### config.mk
export PLATFORM = sky130hd
export DESIGN_NAME = hood_mode_ctrl
export DESIGN_NICKNAME = d
export VERILOG_FILES = /design/src/rtl/hood_mode_ctrl.sv
export SDC_FILE = /design/constraint.sdc
export NUM_CORES = 1
export LEC_CHECK = 0
export ABC_CLOCK_PERIOD_IN_PS = 5650
export CAP_MARGIN = 5
export CORE_ASPECT_RATIO = 1.75
export CORE_MARGIN = 5
export CORE_UTILIZATION = 50
export DETAILED_ROUTE_END_ITERATION = 16
export GPL_TIMING_DRIVEN = 1
export HOLD_SLACK_MARGIN = 0.15
export MAX_ROUTING_LAYER = met4
export PLACE_DENSITY = 0.7
export SLEW_MARGIN = 20
export SYNTH_ARGS = -nofsm -noshare
export SYNTH_HDL_FRONTEND = slang
export SYNTH_SLANG_ARGS = --single-unit
### constraint.sdc
create_clock -name clk -period 5.65 [get_ports clk]
set_clock_uncertainty 0.05 [all_clocks]
set_input_delay 1.695 -clock clk [delete_from_list [all_inputs] [get_ports clk]]
set_output_delay 1.695 -clock clk [all_outputs]
set_load 0.1 [all_outputs]
### src/rtl/hood_mode_ctrl.sv
// Hood mode scheduler: debounced buttons -> mode FSM, fan level, countdown seconds and a free-running 1 s tick.
// Optional build macro HOOD_LONG_PRESS_EN: power-off requires holding btn_power for LONG_SEC whole seconds.
module hood_mode_ctrl #(
  parameter int CLK_HZ        = 100_000_000,
  parameter int HURRICANE_SEC = 60,
  parameter int CLEAN_SEC     = 180,
  parameter int LONG_SEC      = 3
) (
  input  logic       clk,
  input  logic       rst,
  input  logic       btn_power,
  input  logic       btn_menu,
  input  logic [2:0] btn_lvl,
  input  logic       btn_clean,
  output logic [1:0] mode,
  output logic [1:0] fan_level,
  output logic [7:0] remain_sec,
  output logic       sec_tick
);
  localparam int              TW        = (CLK_HZ > 1) ? $clog2(CLK_HZ) : 1;
  localparam logic [TW-1:0]   TICK_LAST = TW'(CLK_HZ - 1);
  localparam logic [7:0]      H_SEC     = 8'(HURRICANE_SEC);
  localparam logic [7:0]      C_SEC     = 8'(CLEAN_SEC);

  if (HURRICANE_SEC > 255 || CLEAN_SEC > 255 || LONG_SEC > 255) begin : g_bad_param
    $error("hood_mode_ctrl: second counts must fit in 8 bits");
  end

  typedef enum logic [2:0] {
    S_OFF, S_SELECT, S_RUN1, S_RUN2, S_HURR, S_EXITW, S_CLEAN
  } state_t;

  typedef enum logic [2:0] {
    EV_NONE, EV_PWR, EV_MENU, EV_CLEAN, EV_L2, EV_L1, EV_L0
  } ev_t;

  function automatic logic [1:0] mode_of(state_t s);
    logic [1:0] m;
    case (s)
      S_OFF:    m = 2'b00;
      S_SELECT: m = 2'b01;
      S_CLEAN:  m = 2'b11;
      default:  m = 2'b10;
    endcase
    return m;
  endfunction

  function automatic logic [1:0] fan_of(state_t s);
    logic [1:0] f;
    case (s)
      S_RUN1:  f = 2'd1;
      S_RUN2:  f = 2'd2;
      S_HURR:  f = 2'd3;
      default: f = 2'd0;
    endcase
    return f;
  endfunction

  function automatic logic timed(state_t s);
    return (s == S_HURR) || (s == S_EXITW) || (s == S_CLEAN);
  endfunction

  function automatic logic [7:0] dec_sat(logic [7:0] v);
    return (v == 8'd0) ? 8'd0 : v - 8'd1;
  endfunction

  state_t        state, state_nx;
  ev_t           ev;
  logic          h_used, h_used_nx;
  logic [7:0]    remain_nx;
  logic [TW-1:0] tick_cnt;
  logic [5:0]    btn_now, btn_p0, edges;
  logic          pwr_e, pwr_evt, long_off;

  // Free-running second tick, independent of state so timed entries keep the current phase
  always_ff @(posedge clk or posedge rst) begin
    if (rst) begin
      tick_cnt <= '0;
      sec_tick <= 1'b0;
    end else if (tick_cnt == TICK_LAST) begin
      tick_cnt <= '0;
      sec_tick <= 1'b1;
    end else begin
      tick_cnt <= tick_cnt + 1'b1;
      sec_tick <= 1'b0;
    end
  end

  // Bit order: power, menu, clean, lvl[0], lvl[1], lvl[2]
  assign btn_now = {btn_lvl, btn_clean, btn_menu, btn_power};
  assign edges   = btn_now & ~btn_p0;
  assign pwr_e   = edges[0];

  always_ff @(posedge clk or posedge rst) begin
    if (rst) btn_p0 <= '0;
    else     btn_p0 <= btn_now;
  end

`ifdef HOOD_LONG_PRESS_EN
  localparam logic [7:0] L_SEC = 8'(LONG_SEC);
  logic       armed;
  logic [7:0] hold_cnt;

  // A hold only counts if it started inside a session, so the power-on press cannot also power off
  assign pwr_evt  = pwr_e && (state == S_OFF);
  assign long_off = (state != S_OFF) && armed && btn_power && sec_tick &&
                    ((hold_cnt + 8'd1) == L_SEC);

  always_ff @(posedge clk or posedge rst) begin
    if (rst) begin
      armed    <= 1'b0;
      hold_cnt <= 8'd0;
    end else if (!btn_power || state_nx == S_OFF) begin
      armed    <= 1'b0;
      hold_cnt <= 8'd0;
    end else begin
      if (pwr_e && state != S_OFF) armed <= 1'b1;
      if (armed && sec_tick) hold_cnt <= hold_cnt + 8'd1;
    end
  end
`else
  assign pwr_evt  = pwr_e;
  assign long_off = 1'b0;
`endif

  always_comb begin
    ev = EV_NONE;
    if      (pwr_evt)   ev = EV_PWR;
    else if (edges[1])  ev = EV_MENU;
    else if (edges[2])  ev = EV_CLEAN;
    else if (edges[5])  ev = EV_L2;
    else if (edges[4])  ev = EV_L1;
    else if (edges[3])  ev = EV_L0;
  end

  always_comb begin
    state_nx  = state;
    remain_nx = remain_sec;
    h_used_nx = h_used;
    case (state)
      S_OFF: begin
        if (ev == EV_PWR) begin
          state_nx  = S_SELECT;
          h_used_nx = 1'b0;
        end
      end
      S_SELECT: begin
        case (ev)
          EV_PWR:   state_nx = S_OFF;
          EV_CLEAN: begin
            state_nx  = S_CLEAN;
            remain_nx = C_SEC;
          end
          EV_L2:    if (!h_used) state_nx = S_HURR;
          EV_L1:    state_nx = S_RUN2;
          EV_L0:    state_nx = S_RUN1;
          default:  ;
        endcase
      end
      S_RUN1, S_RUN2: begin
        case (ev)
          EV_PWR:  state_nx = S_OFF;
          EV_MENU: state_nx = S_SELECT;
          EV_L2:   if (!h_used) state_nx = S_HURR;
          EV_L1:   state_nx = S_RUN2;
          EV_L0:   state_nx = S_RUN1;
          default: ;
        endcase
      end
      S_HURR: begin
        if (ev == EV_PWR) begin
          state_nx = S_OFF;
        end else if (ev == EV_MENU) begin
          state_nx  = S_EXITW;
          remain_nx = H_SEC;
        end else if (sec_tick) begin
          remain_nx = dec_sat(remain_sec);
          if (remain_sec <= 8'd1) state_nx = S_RUN2;
        end
      end
      S_EXITW, S_CLEAN: begin
        if (ev == EV_PWR) begin
          state_nx = S_OFF;
        end else if (sec_tick) begin
          remain_nx = dec_sat(remain_sec);
          if (remain_sec <= 8'd1) state_nx = S_SELECT;
        end
      end
      default: state_nx = S_OFF;
    endcase
    if (long_off) state_nx = S_OFF;
    if (state_nx == S_HURR && state != S_HURR) begin
      h_used_nx = 1'b1;
      remain_nx = H_SEC;
    end
    if (!timed(state_nx)) remain_nx = 8'd0;
  end

  // State and display outputs update together on the edge that acts on a button or tick
  always_ff @(posedge clk or posedge rst) begin
    if (rst) begin
      state      <= S_OFF;
      h_used     <= 1'b0;
      remain_sec <= 8'd0;
      mode       <= 2'b00;
      fan_level  <= 2'd0;
    end else begin
      state      <= state_nx;
      h_used     <= h_used_nx;
      remain_sec <= remain_nx;
      mode       <= mode_of(state_nx);
      fan_level  <= fan_of(state_nx);
    end
  end

endmodule

==> results by group <==
Clocking
  – Clk_lat worst skew: 290 ps
  – Clk root buf: clkbuf_8
  – Post-CTS Resized: 0
  – CTS tree: built
  – Post-CTS setup buffers: 0
  – Hold buffers post-CTS: 0
  – CTS clock-pin slew for the worst setup and hold paths: 80 ps
  – CTS Buf Count: 5
  – H-tree depth: 2
  – Clock sink total: 50
  – CTS Buffer Depth: 2

Setup path
  – Worst path bufs/invs: 1
  – Cell Chain, Critical Path: clkdlybuf4s50_1 -> nor2b_1 -> nor3_1 -> nand3_1 -> a311o_2 -> nand4_1 -> or3b_4 -> and3_1
  – WS Path Type: in -> reg
  – CP startpoint kind: input pin
  – WP data required: 5780 ps
  – Worst Path Max Fanout: 9
  – Worst path top cell family by delay: simple AND/OR/NAND/NOR gates
  – CP peak stage delay: 520 ps
  – Worst setup EP type: flop
  – WP data arrival: 4020 ps
  – Slowest cell on crit path: nor2b_1

Timing
  – Slew margin rel.: 0.3393
  – Worst-margin pin slew: 988.0 ps
  – Hold Slack: 440.8 ps
  – Final Max Tran Viols: 0
  – Hold Vio Cnt, Final: 0
  – Final setup viols: 0
  – RSZ-0062 raised after global routing: false
  – Achievable frequency: 0.2573 GHz
  – Tmin final: 3887 ps
  – Tcrit/Tclk final: 0.6879
  – Final setup TNS: 0 ps

Synthesis
  – Synth Flop Type: dfrtp_1
  – Cell taking the most area after synthesis: dfrtp_1
  – Number of flops mapped to enable cells by yosys: 0
  – Syn Inst Count: 254
  – Register area share after synthesis: 0.4871
  – Mapped Area: 2569 sq um
  – Synth warn: 0
  – #FFs+latches synth: 50
  – Area contributors post-synth: dfrtp_1 (49%), xor2_1 (6.1%), nor2_1 (4.8%)
  – Syn avg cell area: 10.11 sq um
  – FFs w/ async S/R, synth: 1.000
  – Yosys cell types: 50
  – Syn nets: 265
  – Area share of the leading cell type in the synthesized netlist: 0.4871

Cells and area
  – Area Growth Syn to Fin: 10.76%
  – Antenna Cells: 0
  – Share of cells above drive strength 1: 0.07721
  – Final net count: 284
  – Fin area: 2845 sq um

Power
  – VDD IR max: 0.2989 mV
  – Power, Total: 1.170 mW
  – PD cells: 411.3 nW/um^2
  – Leakage: 1.294 nW

Die
  – Die Wd: 64.18 um
  – IO Pins: 21
  – Core Box Area: 4977 sq um
  – # rows: 34
  – Die Area: 6727 sq um
  – DIE HEIGHT: 104.8 um
  – Initial Util: 0.5161

Run status
  – Status: finished clean

Global route
  – Gr ovfl total: 0
  – Initial antenna violation count: 0
  – Total track usage: 0.1590
  – Maximum number of pins on one net before global-route repair: 51
  – Number of global-route vias before repair: 1,868
  – First-pass GRT wire length: 8542 um

Detailed routing
  – DRC violations left: 0
  – 1st-pass router iterations: 4
  – First DRT Iteration DRCs: 131
  – DR WL/cell: 14.77 um
  – Via/cell ratio: 5.620
  – Final wirelength: 4816 um
  – Vias: 1,832
  – Remaining antenna violation count: 0

Place
  – Port bufs: 20
  – Placed inst area: 2761 sq um
  – HPWL Detailed: 3569 um
  – Final GP Congestion: 0.9025

Run
  – Max Cap Viol: 0

Hold path
  – Worst min path class: reg -> reg
-- kinds of logic after synthesis --
group / share of synthesized area
DFF: 0.4871
AOI/OAI and AO/OA: 0.09743
and+or+nand+nor: 0.2455
adders and majority gates: 0.01461
muxes: 0.01218
xor gates and xnor gates: 0.1023
buffers and inverters: 0.04092
-- where the power goes --
group	switching (mW)	internal, mW
clock network	0.106	0.0946
registers	0.0608	0.402
logic	0.352	0.156
-- sequential cells by signal, indices dropped and copies added, names as in the netlist --
| name | cells |
|---|---|
| state | 3 |
| mode | 2 |
| sec_tick | 1 |
| h_used | 1 |
| remain_sec | 8 |
| btn_p0 | 6 |
| fan_level | 2 |
| tick_cnt | 27 |
-- Yosys cell counts (2+ instances only) --
master	count
a21oi_1	8
a31oi_1	2
a32oi_1	2
and2_1	2
and3_1	9
and4_1	2
buf_6	2
clkbuf_1	3
clkbuf_8	3
dfrtp_1	50
ha_1	3
inv_1	8
mux2i_1	2
nand2_1	23
nand2b_1	6
nand3_1	16
nand4_1	6
nor2_1	33
nor2b_1	5
nor3_1	5
nor4_1	3
o21ai_0	5
xnor2_1	12
xor2_1	18
-- cell usage in the layout, fill, tap and decap left out, types with 2 or more instances in the layout --
cell type        instances
and4_1                   2
a21oi_1                  8
nor4_1                   3
and3_1                   9
dfrtp_1                 50
clkbuf_8                 6
nand3_1                 16
nor3_1                   5
nor2_1                  33
nor2b_1                  5
clkdlybuf4s50_1         20
xor2_1                  18
and2_1                   2
mux2i_1                  2
nand2_1                 23
a32oi_1                  2
ha_1                     3
xnor2_1                 12
o21ai_0                  5
nand4_1                  6
nand2b_1                 6
a31oi_1                  2
inv_1                    7
-- layer usage --
metal  wire, um  global-route usage
met5          0                   -
met2       2679              0.2799
met3         91             0.02900
met4         79             0.06259
met1       1965              0.1725
-- worst paths after layout --
path                              from             to  slack (ps)  cells past startpoint
min reg2reg                tick_cnt[0]    tick_cnt[0]         440                      1
max reg2reg                  btn_p0[1]  remain_sec[7]        3290                      7
max in group asynchronous          rst   tick_cnt[25]        3220                      2
min in group asynchronous          rst        mode[1]        1810                      2
max                           btn_menu  remain_sec[7]        1760                      8
min                        tick_cnt[0]    tick_cnt[0]         440                      1
-- metrics by stage --
stage / util / worst slack (ps) / std cells
after floorplan: - / 2309 / 254
after global placement: 0.5548 / 1555 / 320
after detailed placement: 0.5548 / 1491 / 320
after CTS: 0.5714 / 1787 / 326
after global routing: 0.5716 / 1554 / 326
final: 0.5716 / 1763 / 326
-- area by class of cell --
cell class	count	area (sq um)
clock buffer	6	82.58
fill	452	2132
inverter	8	31.28
multi-input combinational	188	1212
sequential	50	1251
tap	54	67.56
timing repair buffer	20	200.2
(Power assumes the default switching activity.)
